File: src/rtl/mac_dbg_unit.sv
// Debug/statistics block: CTRL/STICKY/CYCLES/EVT counters plus live status words behind a simple req/gnt bus.
// Latency: every accepted transaction answers with r_valid_o exactly one cycle later (read data or 0 for writes).
// Backpressure: none; gnt_o is tied high and a transaction is taken on every cycle with req_i=1.
//
// Ports:
//   clk_i, rst_ni, clear_i           clock, async active-low reset, synchronous clear
//   req_i/add_i/wen_i/data_i/id_i    request (wen_i: 0 = write, 1 = read), word index = add_i[7:2]
//   gnt_o, r_data_o/r_valid_o/r_id_o grant and registered response
//   start_i, done_i                  job start/done pulses driving the IDLE/RUN FSM
//   evt_i[N_CNT-1:0]                 per-counter event strobes
//   status_i[N_STATUS*32-1:0]        live status words, word k at bits [32k +: 32]
module mac_dbg_unit #(
  parameter int N_CNT    = 4,
  parameter int N_STATUS = 8,
  parameter int CNT_W    = 32,
  parameter int ID_WIDTH = 10
) (
  input  logic                     clk_i,
  input  logic                     rst_ni,
  input  logic                     clear_i,
  input  logic                     req_i,
  input  logic [31:0]              add_i,
  input  logic                     wen_i,
  input  logic [31:0]              data_i,
  input  logic [ID_WIDTH-1:0]      id_i,
  output logic                     gnt_o,
  output logic [31:0]              r_data_o,
  output logic                     r_valid_o,
  output logic [ID_WIDTH-1:0]      r_id_o,
  input  logic                     start_i,
  input  logic                     done_i,
  input  logic [N_CNT-1:0]         evt_i,
  input  logic [N_STATUS*32-1:0]   status_i
);

  localparam logic [0:0] ST_IDLE = 1'b0;
  localparam logic [0:0] ST_RUN  = 1'b1;

  localparam logic [CNT_W-1:0] CNT_MAX  = {CNT_W{1'b1}};
  localparam logic [CNT_W-1:0] CNT_NEAR = {{(CNT_W-1){1'b1}}, 1'b0};
  localparam logic [CNT_W-1:0] CNT_ONE  = {{(CNT_W-1){1'b0}}, 1'b1};

  logic [0:0]       state;
  logic             freeze;
  logic [2:0]       sticky;
  logic [2:0]       sticky_nxt;
  logic [CNT_W-1:0] cycles;
  logic [CNT_W-1:0] evt [N_CNT];

  logic [5:0]       idx;
  logic             running;
  logic             cnt_en;
  logic [N_CNT-1:0] evt_inc;
  logic             wr;
  logic             wr_ctrl;
  logic             wr_sticky;
  logic             cnt_clr;
  logic             sat_hit;
  logic [31:0]      rd_val;

  // Address bits outside the word index and the upper write-data bits carry no meaning here.
  logic unused_bits;
  assign unused_bits = ^{add_i[31:8], add_i[1:0], data_i[31:3]};

  assign gnt_o     = 1'b1;
  assign idx       = add_i[7:2];
  assign running   = (state == ST_RUN);
  assign cnt_en    = running & ~freeze;
  assign evt_inc   = evt_i & {N_CNT{cnt_en}};
  assign wr        = req_i & ~wen_i;
  assign wr_ctrl   = wr & (idx == 6'd0);
  assign wr_sticky = wr & (idx == 6'd1);
  // CTRL bit0 is a command, not state: it only zeroes the counters on this edge.
  assign cnt_clr   = wr_ctrl & data_i[0];

  // Read mux sees the current (pre-update) register values.
  always_comb begin
    rd_val = 32'd0;
    if (idx == 6'd0) rd_val = {30'd0, freeze, running};
    if (idx == 6'd1) rd_val = {29'd0, sticky};
    if (idx == 6'd2) rd_val[CNT_W-1:0] = cycles;
    for (int k = 0; k < N_CNT; k++) begin
      if (idx == 6'(4 + k)) rd_val[CNT_W-1:0] = evt[k];
    end
    for (int k = 0; k < N_STATUS; k++) begin
      if (idx == 6'(16 + k)) rd_val = status_i[k*32 +: 32];
    end
  end

  // Saturation flag fires only when an increment actually lands on the max value,
  // so a clear-write or a start reload in the same cycle suppresses it.
  always_comb begin
    sat_hit = 1'b0;
    if (!cnt_clr) begin
      if (cnt_en && !start_i && cycles == CNT_NEAR) sat_hit = 1'b1;
      for (int k = 0; k < N_CNT; k++) begin
        if (evt_inc[k] && evt[k] == CNT_NEAR) sat_hit = 1'b1;
      end
    end
  end

  // W1C first, then set events on top so a set in the same cycle wins.
  always_comb begin
    sticky_nxt = sticky;
    if (wr_sticky) sticky_nxt = sticky & ~data_i[2:0];
    if (start_i)            sticky_nxt[0] = 1'b1;
    if (done_i && running)  sticky_nxt[1] = 1'b1;
    if (sat_hit)            sticky_nxt[2] = 1'b1;
  end

  always_ff @(posedge clk_i or negedge rst_ni) begin
    if (!rst_ni) begin
      state  <= ST_IDLE;
      freeze <= 1'b0;
      sticky <= 3'd0;
    end else if (clear_i) begin
      state  <= ST_IDLE;
      freeze <= 1'b0;
      sticky <= 3'd0;
    end else begin
      // start beats done, including the restart case while already running
      if (start_i)                state <= ST_RUN;
      else if (done_i && running) state <= ST_IDLE;
      if (wr_ctrl) freeze <= data_i[1];
      sticky <= sticky_nxt;
    end
  end

  always_ff @(posedge clk_i or negedge rst_ni) begin
    if (!rst_ni) begin
      cycles <= '0;
    end else if (clear_i || cnt_clr || start_i) begin
      cycles <= '0;
    end else if (cnt_en && cycles != CNT_MAX) begin
      cycles <= cycles + CNT_ONE;
    end
  end

  // Event counters are not touched by start; only clear paths zero them.
  always_ff @(posedge clk_i or negedge rst_ni) begin
    if (!rst_ni) begin
      for (int k = 0; k < N_CNT; k++) evt[k] <= '0;
    end else begin
      for (int k = 0; k < N_CNT; k++) begin
        if (clear_i || cnt_clr)                  evt[k] <= '0;
        else if (evt_inc[k] && evt[k] != CNT_MAX) evt[k] <= evt[k] + CNT_ONE;
      end
    end
  end

  // Response pipeline; clear drops whatever was accepted in the same cycle.
  always_ff @(posedge clk_i or negedge rst_ni) begin
    if (!rst_ni) begin
      r_valid_o <= 1'b0;
      r_data_o  <= 32'd0;
      r_id_o    <= '0;
    end else if (clear_i) begin
      r_valid_o <= 1'b0;
      r_data_o  <= 32'd0;
      r_id_o    <= '0;
    end else begin
      r_valid_o <= req_i;
      if (req_i) begin
        r_data_o <= wen_i ? rd_val : 32'd0;
        r_id_o   <= id_i;
      end
    end
  end

endmodule

File: config.mk
export PLATFORM = sky130hd
export DESIGN_NAME = mac_dbg_unit
export DESIGN_NICKNAME = d
export VERILOG_FILES = /design/src/rtl/mac_dbg_unit.sv
export SDC_FILE = /design/constraint.sdc
export NUM_CORES = 1
export LEC_CHECK = 0
export ABC_AREA = 0
export ABC_CLOCK_PERIOD_IN_PS = 2400
export CAP_MARGIN = 20
export CORE_ASPECT_RATIO = 1.4
export CORE_MARGIN = 8
export CORE_UTILIZATION = 45
export DETAILED_ROUTE_END_ITERATION = 8
export HOLD_SLACK_MARGIN = 0.12
export PLACE_DENSITY_LB_ADDON = 0.05
export SLEW_MARGIN = 5
export SYNTH_ARGS = -nofsm -noshare
export SYNTH_HDL_FRONTEND = slang
export SYNTH_SLANG_ARGS = --single-unit
File: constraint.sdc
create_clock -name clk_i -period 2.4 [get_ports clk_i]
set_clock_uncertainty 0.15 [all_clocks]
set_input_delay 0.6 -clock clk_i [delete_from_list [all_inputs] [get_ports clk_i]]
set_output_delay 0.6 -clock clk_i [all_outputs]
set_load 0.005 [all_outputs]
==> results of run 1 <==
==> kinds of logic (layout without fill, tap and decap cells) <==
| group | count (synthesis) | count (layout) | synth area share (%) |
|---|---|---|---|
| AND/OR/NAND/NOR | 751 | 751 | 27.8 |
| AO/OA/AOI/OAI | 365 | 365 | 18.2 |
| flip-flops | 208 | 208 | 37.4 |
| XOR/XNOR | 137 | 137 | 8.63 |
| buffers and inverters | 129 | 711 | 4.21 |
| multiplexers | 32 | 32 | 2.81 |
| adder cells (fa/ha/maj) | 10 | 10 | 0.900 |
| other | 1 | 5 | 0.0270 |
==> cell usage in the layout, fill, tap and decap left out, drive strengths merged, types with 49 or more instances in the layout <==
cell	n
a21oi	90
a22oi	63
buf	317
clkdlybuf4s50	321
dfrtp	208
nand2	154
nand3	89
nand4	78
nor2	229
o21ai	70
xnor2	49
xor2	88
==> final timing paths <==
path	slack (ns)	endpoint	cells after the start
min in group asynchronous	0.49	evt[2]$_DFFE_PN0P_	2
hold reg to reg	0.34	r_data_o[5]$_DFFE_PN0P_	2
setup / recovery	0.01	r_data_o[23]$_DFFE_PN0P_	8
hold / removal	0.34	r_data_o[5]$_DFFE_PN0P_	2
max in group asynchronous	0.91	r_data_o[15]$_DFFE_PN0P_	3
setup reg to reg	0.11	evt[23]$_DFFE_PN0P_	7
==> worst reg2reg max path: stages (launching register included) <==
cell,delay (ns)
dfrtp_1,0.46
nand4_2,0.17
or3_4,0.44
nor2_2,0.20
o2111ai_1,0.24
buf_4,0.21
o21ai_0,0.19
a21oi_1,0.09
==> per-layer routing <==
layer | routed length [um] | share of wire (%) | track usage (%) | up-vias
met5 | 0 | 0 | 0 | -
met2 | 32500 | 47 | 60.4 | 952
met3 | 6770 | 9.8 | 8.75 | 212
met4 | 5040 | 7.3 | 23.9 | 0
met1 | 25100 | 36 | 41.6 | 7749
li1 | - | - | - | 7151
==> metrics by stage <==
stage | worst slack (ns) | cells | cell area (um^2)
global route | -0.00433 | 2608 | 20900
finish | 0.0115 | 2609 | 20900
CTS | 0.00311 | 2602 | 20800
detailed placement | -0.996 | 2550 | 19800
floorplan | -0.0147 | 1633 | 13900
global placement | -1.58 | 2549 | 19700
==> sequential cells by signal (all words and copies together) (netlist names) <==
| name | flops |
|---|---|
| r_valid_o | 1 |
| freeze | 1 |
| r_id_o | 10 |
| r_data_o | 32 |
| running | 1 |
| sticky | 3 |
| cycles | 32 |
| evt | 128 |
==> what timing repair did <==
item / CTS / global route
setup endpoints to repair: 31 / 31
gates cloned: 1 / 1
buffers inserted: 10 / 2
hold endpoints to repair: 45 / 0
hold buffers: 1 / 0
resized for setup: 46 / 31
pin swaps: 14 / 17
==> power by group through the flow <==
stage	clock network, uW	registers, uW	logic [uW]
after global routing	3690	3560	1470
after floorplan	0	3620	378
final	3530	3560	1400
after detailed placement	0	3630	1340
after global placement	0	3630	1350
after CTS	3560	3560	1380
==> final cells by class <==
class | count | share of cell area, %
antenna | 4 | 0.0478
clock buffer | 32 | 3.10
clock inverter | 9 | 0.382
inverter | 25 | 0.448
multi-input combinational | 1296 | 40.4
sequential | 208 | 24.9
tap | 390 | 2.33
timing repair buffer | 645 | 28.4
==> qor.yml, run 1 <==
synth_warnings: 0
numCtsBuffers: 23
timing.critical_path.max_delay_family: "buffers and inverters"
crit_slowest_cell: "mux4_2"
clockPowerShare_pct: 41.6
dieArea_um2: 36800
nets: 2550
hold_ws_ns: 0.341
path_max_fanout: 1
fmaxAchievable_ghz: 0.419
timing.critical_path.from: "status_i[119]"
slew_headroom_pct: 60.6
hpwl_um: 56200
synth.yosys.seq_area_share_pct: 37.4
synth_seq_cells: 208
drive_above_1_share_pct: 20.7
clk_latency_ns: 0.54
synth_edf_count: 0
syn_area_per_cell_um2: 8.51
pwr-share-seq_pct: 42.0
ctsHtreeMaxLevel: 1
core_area_um2: 30600
final.setup.tns_ns: 0
die_w_um: 165
min_period_over_period_pct: 99.5
syn_area_um2: 13900
ant_nets: 0
min_path_type: "reg -> reg"
n_fill_cell: 2511
critical_path_class: "in -> reg"
grt_max_degree: 55
gp_congestion: 1.03
cts_tree: "done"
totalWireLength_um: 69400
tightest_slew_ns: 0.592
grt_pass1_vias: 16200
antenna_found_initial: 3
cap_violations: 0
pwr_density_cell_nw_per_um2: 405
drc: 0
initial_core_util_pct: 45.4
synth_top_area_share_pct: 37.4
intPower_uw: 6290
cts_root_buf: "clkbuf_16"
synth.most_common_cell: "nor2_1"
p_comb_share_pct: 16.5
post-route-util_pct: 68.4
grt_overflow: 0
worstSetupEndpointType: "flop"
grt_pass1_wl_um: 101000
via_per_inst: 6.16
synth.distinct_cells: 90
syn_to_final_growth_pct: 50.7
ios: 385
synthFlopType: "dfrtp_1"
arrival_ns: 2.63
timing.rr.start: "evt[8]$_DFFE_PN0P_"
p_sw_share_pct: 26.0
outcome: "complete, no violations"
switchingPower_uw: 2210
hold_start: "r_data_o[5]$_DFFE_PN0P_"
drtIter0Drc: 1415
vias: 16100
synthCells: 1633
drv_slew: 0
crit_chain: "clkdlybuf4s50_1 -> mux4_2 -> a222oi_1 -> buf_4 -> nand4_1 -> a21oi_2 -> buf_4 -> o21ai_0"
multi_input_area_um2: 8460
ctsLongestPathBuffers: 3
routedWlPerCell_um: 26.6
total_power_uw: 8490
fp-row-count: 76
die_y_um: 224
grt.total_usage_pct: 36.6
clock-sinks: 208
io_buffers: 328
timing_hold_violations_final: 0
netlist_top_cells_area: "dfrtp_1, nor2_1, xor2_1"
post-route-min-period_ns: 2.39
clk_pin_slew_ns: 0.06
dr.pass1.iters: 8
worst-path-buf-inv: 3
yosys.area.top_type: "dfrtp_1"
critPathMostFrequentCell: "buf_4"
max_stage_delay_ns: 0.54
synthArstFlopShare_pct: 100
startpoint_type: "primary input"
setup_viol: 0
leakage_uw: 0.00876
cp.required_ns: 2.64
synth_commonest_cells: "nor2_1, dfrtp_1, nand2_1, a21oi_1, nand3_1"
synth_fp_nets: 1984
regArea_um2: 5200
ir_drop_uv: 575
No activity file was read; power rests on OpenSTA's default activity.
==> inputs of run 2 (changes only) <==
CELL_PAD_IN_SITES_DETAIL_PLACEMENT = 0   (was default)
CELL_PAD_IN_SITES_GLOBAL_PLACEMENT = 1   (was default)
CORE_UTILIZATION = 36   (was 45)
==> qor.yml, run 2 (synthesized netlist as in run 1, its figures left out) <==
outcome: "finished, violations left"
violations: "setup timing"
io_buffers: 328
n_fill_cell: 3654
reg2reg_depth: 6
largest_reg_flops: 128
min_period_over_period_pct: 101
regMostFlops: "evt"
drc: 0
pwr-share-seq_pct: 40.5
p_sw_share_pct: 25.9
antenna_found_initial: 2
tightest_slew_ns: 0.634
hold_ws_ns: 0.335
setup_viol: 1
hpwl_um: 59900
grt_pass1_wl_um: 107000
ios: 385
syn_to_final_growth_pct: 53.2
startpoint_type: "primary input"
holdPathEnd: "r_data_o[5]$_DFFE_PN0P_"
timing.rr.start: "evt[9]$_DFFE_PN0P_"
grt_overflow: 0
initial_core_util_pct: 36.3
path_max_fanout: 1
final_cells: 2720
fmaxAchievable_ghz: 0.411
grt.total_usage_pct: 31.5
die_y_um: 248
via_per_inst: 5.81
slew_headroom_pct: 57.1
die_w_um: 182
switchingPower_uw: 2280
fin_ws_ns: -0.0317
layout.cells.most_common: "clkdlybuf4s50_1"
fp-row-count: 85
r2r_slack_ns: 0.14
intPower_uw: 6510
crit_chain: "clkdlybuf4s50_1 -> mux4_2 -> a222oi_1 -> buf_4 -> nand4_1 -> a21oi_2 -> o21ai_1"
core_area_um2: 38300
clock-sinks: 208
pwr_density_cell_nw_per_um2: 413
total_power_uw: 8790
ant_nets: 0
p_comb_share_pct: 16.0
arrival_ns: 2.71
drtIter0Drc: 1169
cts_tree: "done"
dr.pass1.iters: 7
clockPowerShare_pct: 43.5
max_stage_delay_ns: 0.50
clk_latency_ns: 0.55
dp_slack_ns: -1.01
totalWireLength_um: 73500
cts_root_buf: "clkbuf_16"
gp_congestion: 0.965
rsz0062_at_grt: "yes"
drv_slew: 0
critical_path_class: "in -> reg"
vias: 15800
final_cell_mix: "clkdlybuf4s50_1, buf_4, nor2_1"
timing.rr.end: "evt[0]$_DFFE_PN0P_"
min_path_type: "reg -> reg"
post-route-min-period_ns: 2.43
grt_pass1_vias: 16000
cp.required_ns: 2.68
routedWlPerCell_um: 27.0
reg.largest.list: "evt: 128 flops, cycles: 32 flops, r_data_o: 32 flops"
hold_start: "r_data_o[5]$_DFFE_PN0P_"
leakage_uw: 0.00894
holdPathStages: 2
place_inst: 2653
worstSetupEndpointType: "flop"
timing_hold_violations_final: 0
ir_drop_uv: 544
crit_slowest_cell: "mux4_2"
cap_violations: 0
dieArea_um2: 45200
final.setup.tns_ns: -0.0317
numCtsBuffers: 24
drive_above_1_share_pct: 21.3
nets: 2572
grt_max_degree: 63
ctsHtreeMaxLevel: 1
ctsLongestPathBuffers: 3
clk_pin_slew_ns: 0.07
-- run 2: cell count changes in the layout (fill, tap and decap cells not counted), moves of 3 or more --
| cell | before | now |
|---|---|---|
| buf_4 | 287 | 301 |
| o22ai_1 | 13 | 20 |
| o21ai_0 | 68 | 62 |
| o22ai_2 | 7 | 1 |
| buf_6 | 9 | 14 |
| o21ai_1 | 2 | 7 |
| a2111oi_2 | 6 | 2 |
| a21oi_1 | 84 | 80 |
| o2111ai_2 | 1 | 5 |
| a2111oi_1 | 1 | 4 |
| clkbuf_8 | 5 | 8 |
| clkdlybuf4s50_1 | 321 | 318 |
| dlymetal6s2s_1 | 0 | 3 |
-- run 2: power groups by stage --
stage / Clock (uW) / Sequential (uW) / Combinational [uW]
floorplan: 0 / 3620 / 378
global placement: 0 / 3620 / 1370
detailed placement: 0 / 3630 / 1370
CTS: 3900 / 3560 / 1390
global route: 4000 / 3560 / 1490
finish: 3830 / 3560 / 1410
-- run 2: through the flow --
| stage | util (%) | cell area [um^2] |
|---|---|---|
| 2_1_floorplan | - | 13900 |
| 3_5_place_dp | 52.2 | 20000 |
| 3_3_place_gp | 52.2 | 20000 |
| 5_1_grt | 55.6 | 21300 |
| 4_1_cts | 55.0 | 21100 |
| 6_report | 55.6 | 21300 |
-- run 2: routing by layer --
layer / share of wire (%) / vias to the layer above / track usage, % / routed length, um
li1: - / 7208 / - / -
met3: 7.5 / 145 / 6.07 / 5530
met2: 50 / 733 / 56.3 / 36700
met1: 38 / 7730 / 36.3 / 27700
met5: 0 / - / 0 / 0
met4: 4.8 / 0 / 12.8 / 3520
-- run 2: worst max-delay path by stage --
stage             startpoint                  endpoint  slack, ns  cells past startpoint
2_1_floorplan       add_i[4]  r_data_o[28]$_DFFE_PN0P_      -0.01                      9
3_3_place_gp        add_i[6]  r_data_o[15]$_DFFE_PN0P_      -1.03                     11
3_5_place_dp        add_i[6]  r_data_o[15]$_DFFE_PN0P_      -1.01                     11
4_1_cts        status_i[104]   r_data_o[8]$_DFFE_PN0P_      0.008                      7
5_1_grt             add_i[7]  r_data_o[20]$_DFFE_PN0P_      -0.06                      9
6_report         status_i[8]   r_data_o[8]$_DFFE_PN0P_      -0.03                      7
-- run 2: final cells by class --
type	instances	area, um^2	area share, %
multi-input combinational	1296	8390	39.4
inverter	25	93.8	0.441
tap	478	598	2.81
sequential	208	5200	24.4
antenna	3	7.51	0.0353
clock inverter	7	63.8	0.300
clock buffer	37	741	3.48
timing repair buffer	666	6190	29.1
-- run 2: critical path, delay by kind of cell --
kind	cells	cell delay, ns
compound gates	3	0.80
buf+inv	2	0.58
mux	1	0.50
simple gates	1	0.22
-- run 2: timing repair --
action	CTS	global route
buffers inserted	12	8
setup endpoints to repair	32	43
pin swaps	13	33
resized for setup	35	46
hold buffers	1	0
gates cloned	1	1
hold endpoints to repair	50	0
==> inputs of run 3 (changes only) <==
SKIP_CTS_REPAIR_TIMING = 1   (was default)
==> qor.yml, run 3 (synthesized netlist as in run 1, its figures left out) <==
layout.cells.most_common: "clkdlybuf4s50_1"
dieArea_um2: 45200
ir_drop_uv: 541
clk_pin_slew_ns: 0.06
path_max_fanout: 1
min_path_type: "reg -> reg"
grt_overflow: 0
routedWlPerCell_um: 27.0
multi_input_area_um2: 8280
cts_tree: "done"
gp_congestion: 0.965
ant_nets: 0
regMostFlops: "evt"
numCtsBuffers: 24
arrival_ns: 2.66
die_y_um: 248
reg2reg_depth: 6
r2r_slack_ns: 0.14
n_fill_cell: 3661
fin_ws_ns: 0.0183
largest_reg_flops: 128
dr.pass1.iters: 8
holdPathStages: 2
hold_ws_ns: 0.338
hpwl_um: 59900
post-route-min-period_ns: 2.38
crit_chain: "clkdlybuf4s50_1 -> mux4_2 -> a222oi_1 -> buf_4 -> nand4_1 -> a21oi_2 -> o21ai_1"
outcome: "complete, no violations"
final.setup.tns_ns: 0
ctsHtreeMaxLevel: 1
grt.total_usage_pct: 31.4
ctsLongestPathBuffers: 3
clk_latency_ns: 0.55
cap_violations: 0
dp_slack_ns: -1.01
cp.required_ns: 2.68
min_period_over_period_pct: 99.2
core_area_um2: 38300
post_dp_cell_area_um2: 20000
crit_slowest_cell: "mux4_2"
reg.largest.list: "evt: 128 flops, cycles: 32 flops, r_data_o: 32 flops"
regArea_um2: 5200
worstSetupEndpointType: "flop"
max_stage_delay_ns: 0.50
die_w_um: 182
clock-sinks: 208
grt_max_degree: 63
startpoint_type: "primary input"
fp-row-count: 85
timing_hold_violations_final: 0
critical_path_class: "in -> reg"
fin_area_um2: 21100
place_inst: 2653
cts_root_buf: "clkbuf_16"
grt_pass1_wl_um: 106000
drc: 0
drive_above_1_share_pct: 20.3
leakage_uw: 0.00888
ios: 385
tightest_slew_ns: 0.635
totalWireLength_um: 73300
pwr_density_cell_nw_per_um2: 415
io_buffers: 328
setup_viol: 0
grt_pass1_vias: 15900
syn_to_final_growth_pct: 51.9
via_per_inst: 5.83
slew_headroom_pct: 57.0
initial_core_util_pct: 36.3
final_cell_mix: "clkdlybuf4s50_1, buf_4, nor2_1"
drtIter0Drc: 1461
final_cells: 2716
nets: 2566
antenna_found_initial: 8
fmaxAchievable_ghz: 0.420
drv_slew: 0
vias: 15800
run 3: cell count changes in the layout (fill, tap and decap cells not counted), sizes merged:
cell,change
dlygate4sd2,-1
dlymetal6s2s,+3
clkdlybuf4s15,-1
buf,-5
clkdlybuf4s50,+1
diode,+2
bufbuf,-1
clkbuf,-2
run 3: routing by layer:
metal,part of all wire (%),track usage (%),vias up
met5,0.067,0,-
met4,5.7,16.0,8
met3,8.0,7.17,153
met2,49,54.4,723
met1,37,35.6,7759
li1,-,-,7201
run 3: area by class of cell:
type,count,share of cell area [%]
Clock inverter,7,0.302
Inverter,25,0.444
Multi-Input combinational cell,1296,39.2
Clock buffer,37,3.51
Sequential cell,208,24.6
Timing Repair Buffer,660,29.0
Tap cell,478,2.83
Antenna cell,5,0.0593
run 3: worst max-delay path, delay by kind of cell:
kind | cells | cell delay, ns
and+or+nand+nor | 1 | 0.20
AOI/OAI and AO/OA | 3 | 0.78
buffers and inverters | 2 | 0.58
muxes | 1 | 0.50
run 3: worst paths after layout:
path                                                end               startpoint
worst min register to register  r_data_o[5]$_DFFE_PN0P_  r_data_o[5]$_DFFE_PN0P_
worst min-delay path            r_data_o[5]$_DFFE_PN0P_  r_data_o[5]$_DFFE_PN0P_
worst max register to register      evt[12]$_DFFE_PN0P_       freeze$_DFFE_PN0P_
worst max-delay path            r_data_o[8]$_DFFE_PN0P_              status_i[8]
min in group asynchronous           evt[18]$_DFFE_PN0P_                   rst_ni
max in group asynchronous        cycles[23]$_DFFE_PN0P_                   rst_ni
run 3: power by group:
| group | switching [uW] | internal, uW | total, uW |
|---|---|---|---|
| Sequential | 24.5 | 3540 | 3560 |
| Clock | 1590 | 2230 | 3820 |
| Combinational | 648 | 745 | 1390 |
run 3: metrics by stage:
stage	util, %	total power [uW]
CTS	54.3	8830
global route	55.1	9040
floorplan	-	4000
global placement	52.2	4990
detailed placement	52.2	4990
finish	55.2	8770
